## config.mk

```make
export PLATFORM = sky130hd
export DESIGN_NAME = mem_dma
export DESIGN_NICKNAME = d
export VERILOG_FILES = /design/src/rtl/mem_dma.sv
export SDC_FILE = /design/constraint.sdc
export NUM_CORES = 1
export LEC_CHECK = 0
export CAP_MARGIN = 15
export CORE_ASPECT_RATIO = 1.1
export CORE_MARGIN = 2
export CORE_UTILIZATION = 35
export CTS_BUF_LIST = sky130_fd_sc_hd__clkbuf_8 sky130_fd_sc_hd__clkbuf_16
export DETAILED_ROUTE_END_ITERATION = 10
export PLACE_DENSITY = 0.58
export SLEW_MARGIN = 15
export SYNTH_ARGS = -nofsm -noshare
export SYNTH_HDL_FRONTEND = slang
export SYNTH_SLANG_ARGS = --single-unit
```

## constraint.sdc

```tcl
create_clock -name clk -period 2.4 [get_ports clk]
set_clock_uncertainty 0.15 [all_clocks]
set_input_delay 0.24 -clock clk [delete_from_list [all_inputs] [get_ports clk]]
set_output_delay 0.24 -clock clk [all_outputs]
set_load 0.1 [all_outputs]
```

## src/rtl/mem_dma.sv

```systemverilog
// Word-granular copy/fill DMA initiator for the native mem_valid/mem_ready bus.
// Copy mode alternates one read and one write per word; fill mode issues only
// writes of a latched constant. A per-request watchdog aborts a stalled job.
module mem_dma #(
  parameter int LEN_W   = 16,
  parameter int TIMEOUT = 255
) (
  input  logic             clk,
  input  logic             n_reset,
  input  logic             start,
  input  logic             abort,
  input  logic             fill,
  input  logic [31:0]      src_adr,
  input  logic [31:0]      dst_adr,
  input  logic [LEN_W-1:0] len,
  input  logic [31:0]      fill_data,
  output logic             busy,
  output logic             done,
  output logic             err,
  output logic [LEN_W-1:0] words_done,
  output logic             mem_valid,
  output logic             mem_instr,
  input  logic             mem_ready,
  output logic [31:0]      mem_addr,
  output logic [31:0]      mem_wdata,
  output logic [3:0]       mem_wstrb,
  input  logic [31:0]      mem_rdata
);

  typedef enum logic [1:0] {IDLE, RD, WR, FIN} state_t;

  // Last count value before the watchdog fires; valid stays high TIMEOUT cycles.
  localparam logic [15:0] TMO_LAST = 16'(TIMEOUT - 1);

  state_t           state_q, state_d;
  logic [31:0]      src_q, dst_q, data_q, fill_data_q;
  logic             fill_q;
  logic [LEN_W-1:0] remain_q, words_q;
  logic [15:0]      tmo_q;
  logic             err_q, done_q;
  logic             xfer, tmo_hit, last;

  assign xfer    = mem_valid & mem_ready;
  assign tmo_hit = mem_valid & ~mem_ready & (tmo_q == TMO_LAST);
  assign last    = (remain_q == LEN_W'(1));

  assign done       = done_q;
  assign err        = err_q;
  assign words_done = words_q;
  assign mem_instr  = 1'b0;

  // State register; async reset puts the engine back in IDLE immediately.
  // NOTE: sequential state uses non-blocking (<=) so every flop samples the pre-edge values.
  always_ff @(posedge clk or negedge n_reset) begin
    if (!n_reset) state_q <= IDLE;
    else          state_q <= state_d;
  end

  // Next-state logic: completion wins over timeout on the same edge.
  // NOTE: default assignment first so no path leaves state_d unassigned (no latch).
  always_comb begin
    state_d = state_q;
    unique case (state_q)
      IDLE: if (start) state_d = (len == '0) ? FIN : (fill ? WR : RD);
      RD: begin
        if (xfer)         state_d = abort ? FIN : WR;
        else if (tmo_hit) state_d = FIN;
      end
      WR: begin
        if (xfer)         state_d = (last || abort) ? FIN : (fill_q ? WR : RD);
        else if (tmo_hit) state_d = FIN;
      end
      FIN:     state_d = IDLE;
      default: state_d = IDLE;
    endcase
  end

  // Bus outputs decoded from state; they only change on an edge, so they hold while waiting.
  always_comb begin
    busy      = 1'b0;
    mem_valid = 1'b0;
    mem_addr  = '0;
    mem_wdata = '0;
    mem_wstrb = 4'b0000;
    unique case (state_q)
      RD: begin
        busy      = 1'b1;
        mem_valid = 1'b1;
        mem_addr  = src_q;
      end
      WR: begin
        busy      = 1'b1;
        mem_valid = 1'b1;
        mem_addr  = dst_q;
        mem_wdata = fill_q ? fill_data_q : data_q;
        mem_wstrb = 4'b1111;
      end
      default: ;
    endcase
  end

  // Job datapath: latch parameters at start, advance pointers and counters per completion.
  // NOTE: the data/parameter registers are reset too, so bus outputs read as 0 after reset.
  always_ff @(posedge clk or negedge n_reset) begin
    if (!n_reset) begin
      src_q       <= '0;
      dst_q       <= '0;
      data_q      <= '0;
      fill_data_q <= '0;
      fill_q      <= 1'b0;
      remain_q    <= '0;
      words_q     <= '0;
      tmo_q       <= '0;
      err_q       <= 1'b0;
      done_q      <= 1'b0;
    end else begin
      done_q <= (state_q == FIN);
      unique case (state_q)
        IDLE: begin
          if (start) begin
            src_q       <= src_adr & 32'hFFFF_FFFC;
            dst_q       <= dst_adr & 32'hFFFF_FFFC;
            remain_q    <= len;
            fill_q      <= fill;
            fill_data_q <= fill_data;
            words_q     <= '0;
            tmo_q       <= '0;
            err_q       <= 1'b0;
          end
        end
        RD, WR: begin
          if (xfer) tmo_q <= '0;
          else      tmo_q <= tmo_q + 16'd1;
          if (tmo_hit) err_q <= 1'b1;
          if (xfer && state_q == RD) begin
            data_q <= mem_rdata;
            src_q  <= src_q + 32'd4;
          end
          if (xfer && state_q == WR) begin
            dst_q    <= dst_q + 32'd4;
            words_q  <= words_q + LEN_W'(1);
            remain_q <= remain_q - LEN_W'(1);
          end
        end
        default: ;
      endcase
    end
  end

endmodule

```

# After elaboration in Yosys (flattened, before gate mapping)
# Cells that the tools add are included.
[op_classes] n_addsub=5 eq_ne=9 mux=32 bitwise_logic=4 n_reduce_logical=13
[ops] cell="$mux W32" n=6
[ops] cell="$pmux W32 S2" n=3
[ops] cell="$pmux W16 S2" n=3
[ops] cell="$mux W16" n=5
[ops] cell="$add A32 B3 Y32 const B" n=2
[ops] cell="$add A16 B1 Y16 const B" n=2
[ops] cell="$eq A16 B1 Y1 const B" n=1
[ops] cell="$eq A16 B8 Y1 const B" n=1
[ops] cell="$logic_not A16 Y1" n=1
[ops] cell="$mux W2" n=8
[ops] cell="$sub A16 B1 Y16 const B" n=1
[ops] cell="$reduce_and A3 Y1" n=3
[ops] cell="$pmux W2 S4" n=1
[ops] cell="$ne A2 B1 Y1 const B" n=3
[ops] cell="$reduce_and A2 Y1" n=3
[ops] cell="$eq A2 B2 Y1 const B" n=2
[ops] cell="$mux W1" n=4
[ops] cell="$mux W4" n=1
[ops] cell="$and A1 B1 Y1" n=3
[ops] cell="$eq A2 B1 Y1 const B" n=1
[ops] cell="$logic_and A1 B1 Y1" n=2
[ops] cell="$logic_not A2 Y1" n=1
[ops] cell="$ne A2 B2 Y1 const B" n=1
[ops] cell="$pmux W1 S2" n=1
[ops] cell="other kinds (4)" n=4
[word_totals] reg_bits=181 output_inout_bits=89 elab_cells=74

# Logic depth before layout (Yosys ltp)
[logic_depth] word_depth=8 depth_mapped=10 ltp_nobuf=7

# Worst setup path before layout
# No wires, ideal clock.
[synth_path] path_type="reg-to-output" from="register state_q[0]" to="output port mem_addr[10]" t_arrival_ns=3.581 t_required_ns=2.010 path_slack_ns=-1.571 stages_incl_launch_ff=9 n_path_buf=4 cell_sequence="dfrtp_1 -> inv_1 -> ha_1 -> clkbuf_1 -> inv_1 -> clkbuf_1 -> clkbuf_1 -> clkbuf_1 -> nor2_1"
[synth_between] elab_chain_len=2
[synth_lines] element="start: declaration" line="35" text="state_t state_q, state_d;"
[synth_lines] element="start signal: assignment" line="56" text="else state_q <= state_d;"
[synth_lines] element="$eq A2 B2 Y1 or $eq A2 B1 Y1 (tied branches)" line="85" text="unique case (state_q)"
[synth_lines] element="$pmux W32 S2 *" line="85"
[synth_lines] element="end: declaration" line="24" text="output logic [31:0] mem_addr,"
# Every way passes the cells marked *; elsewhere a longest branch is shown, timed or not.

# Worst setup path after layout
[layout_path] from="register state_q[1]" to="output port mem_addr[3]"
# The elaborated chain is that of the path after synthesis.

==> impl_metrics.json <==
{
  "outcome": "finished clean",
  "p_leak_nw": 6.196,
  "hp-class": "input port to asynchronous set/reset pin",
  "top_level_ports": 239,
  "finalSetupTns_ps": 0,
  "grt_pass1_vias": 9279,
  "cts_buffers": 17,
  "fin_crit_ps": 2368,
  "viasPerCell": 5.469,
  "grtUsageMet1": 0.2731,
  "ys_ff_latch": 177,
  "rsz0062_at_grt": "yes",
  "synth_async_sr_flop_share": 1.000,
  "final_antenna_net_count": 0,
  "synth_area_um2": 10050,
  "r2r-end": "state_q[0]",
  "first_pass_iters": 7,
  "gr-usage-met3": 0.07195,
  "synth_cells": 1059,
  "yosys.area.top_type": "dfrtp_1",
  "path_class": "flop to output pin",
  "drive_gt1_frac": 0.2847,
  "nets": 1468,
  "dp_hpwl_mm": 23.09,
  "grt_antenna_before_repair": 2,
  "grt_max_degree": 64,
  "ir_drop_mv": 1.179,
  "finalMaxSlewViolations": 0,
  "fin_cells": 1686,
  "placed_area_um2": 14270,
  "cap_violations": 0,
  "overflow": 0,
  "drt-wirelength-per-cell_um": 19.16,
  "power-per-cell-area_nw_per_um2": 1533,
  "grt_pass1_wl_mm": 50.76,
  "fp.dieH_um": 181.7,
  "timing.rr.start": "state_q[0]",
  "report.power.total_mw": 23.36,
  "initial_core_util": 0.3529,
  "fin_hold_ws_ps": 154.6,
  "critPathCaptureType": "output pin",
  "die_width_um": 165.5,
  "dp.cells": 1644,
  "drtIter0Drc": 538,
  "yosysTopAreaCellShare": 0.4409,
  "route.detailed.drc": 0,
  "cpPeakStageDelay_ps": 400,
  "insertion_delay_ps": 440,
  "cts.sinks": 177,
  "wirelength_mm": 32.30,
  "place_congestion": 0.8527,
  "num_rows": 65,
  "io_buffers": 231,
  "crit_path_max_fanout": 10,
  "clockBufferDepth": 2,
  "cts_root_buf": "clkbuf_16",
  "timing.final.crit_share": 0.9868,
  "fmax_mhz": 422.3,
  "synth-warning-count": 0,
  "syn_area_per_cell_um2": 9.486,
  "finalSetupViolCount": 0,
  "cp.buffers_inverters": 4,
  "critical-path-top-delay-family": "buffers and inverters",
  "met2_usage": 0.3505,
  "synth.top_cells.by_count": "177 x dfrtp_1, 107 x nor2_1, 86 x nand2_1",
  "grt_usage": 0.2160,
  "area_growth_pct": 51.72,
  "crit_arrival_ps": 1980,
  "yosys-top-cells-area": "dfrtp_1 44%, mux2_2 7.3%, mux2i_1 7.1%",
  "synth-edff-count": 0,
  "cp_slowest_cell": "dfrtp_1",
  "hold_violations": 0,
  "ys_types": 63,
  "cp.depth": 7,
  "worstRegToRegCells": 7,
  "dieArea_um2": 30080,
  "worst_ep_required_time_ps": 2010,
  "start_kind": "flop",
  "path_cells": "buf_6 > ha_4 > buf_12 > buf_12 > a22oi_2 > nor2_4 > buf_12",
  "reg2reg_slack_ps": 110,
  "design_area_um2": 15240,
  "cts_tree": "built",
  "clkSlewWorstSetupHoldPaths_ps": 70,
  "grt-busiest-layer": "met2",
  "crit_top_cell": "buf_12",
  "synth-seq-area-share": 0.4409,
  "synth_most_common_cell": "dfrtp_1",
  "core_um2": 28460,
  "num_vias": 9221,
  "ys.flop_type": "dfrtp_1",
  "h-tree-depth": 4
}
cells in the final DEF, fill, tap and decap left out, drive strengths merged, types with 26 or more instances in the layout:
| cell | n |
|---|---|
| a21oi | 71 |
| a22oi | 34 |
| buf | 161 |
| clkdlybuf4s50 | 144 |
| dfrtp | 177 |
| mux2 | 65 |
| mux2i | 71 |
| nand2 | 86 |
| nand3 | 56 |
| nand4 | 26 |
| nor2 | 109 |
| o21ai | 44 |
| o22ai | 60 |
state kept, by name, summed over array words and instances, names as in the netlist:
| name | flops |
|---|---|
| words_done | 16 |
| src_q | 30 |
| err | 1 |
| done | 1 |
| state_q | 2 |
| fill_data_q | 32 |
| dst_q | 30 |
| tmo_q | 16 |
| remain_q | 16 |
| fill_q | 1 |
| data_q | 32 |
cells by family after synthesis:
group                    count (synthesis)  share of synthesized area
XOR/XNOR                                21                    0.01831
multiplexers                           136                     0.1436
buffers and inverters                   91                    0.04060
other                                    1                  0.0003733
adder cells (fa/ha/maj)                 11                    0.01370
flip-flops                             177                     0.4409
AND/OR/NAND/NOR                        376                     0.1918
AO/OA/AOI/OAI                          246                     0.1507
per-stage QoR:
stage / setup WS (ps) / utilization
final: 31.78 / 0.5355
after global routing: -30.00 / 0.5355
after CTS: 4.281 / 0.5306
after detailed placement: 9.731 / 0.5013
after global placement: 33.24 / 0.5013
after floorplan: -148.2 / -
report_power, final:
group          internal (mW)  switching [mW]  leakage, nW
sequential              4.30            1.43         2.18
clock                   1.67            1.22        0.284
combinational           5.94            8.80         3.73
worst reg2reg max path, cell delays in order, from the launching register on:
cell	delay, ps
dfrtp_1	410
inv_2	90
ha_4	360
buf_4	290
nand2_1	160
nand3_1	110
a22oi_1	70
or4_1	510
worst max path at each step:
stage | from | to
after global placement | state_q[1] | words_done[9]
after global routing | state_q[1] | mem_addr[22]
after CTS | state_q[1] | mem_wdata[0]
final | state_q[1] | mem_addr[3]
after floorplan | state_q[1] | mem_addr[10]
after detailed placement | state_q[1] | words_done[9]
metal layers:
| layer | up-vias | wire length (um) |
|---|---|---|
| met5 | - | 13 |
| met4 | 2 | 699 |
| met1 | 4480 | 13400 |
| met3 | 39 | 2839 |
| met2 | 296 | 15350 |
| li1 | 4404 | - |
final cells by class:
type	count	area (um^2)
Fill cell	2561	13220
Multi-Input combinational cell	793	5881
Sequential cell	177	4431
Timing Repair Buffer	308	3831
Tap cell	368	460.4
Clock buffer	19	452.9
Clock inverter	10	138.9
Inverter	10	45.04
Antenna cell	1	2.502
repair_timing:
item                                    4_1_cts  5_1_grt
hold buffers                                  1        0
gates resized for setup                      28       19
endpoints found under the setup margin       67       66
gates cloned                                  2        1
setup buffers                                 5        3
hold endpoints to repair                     41        0
pin swaps                                     1        2
Power figures use the tool's default switching activity.
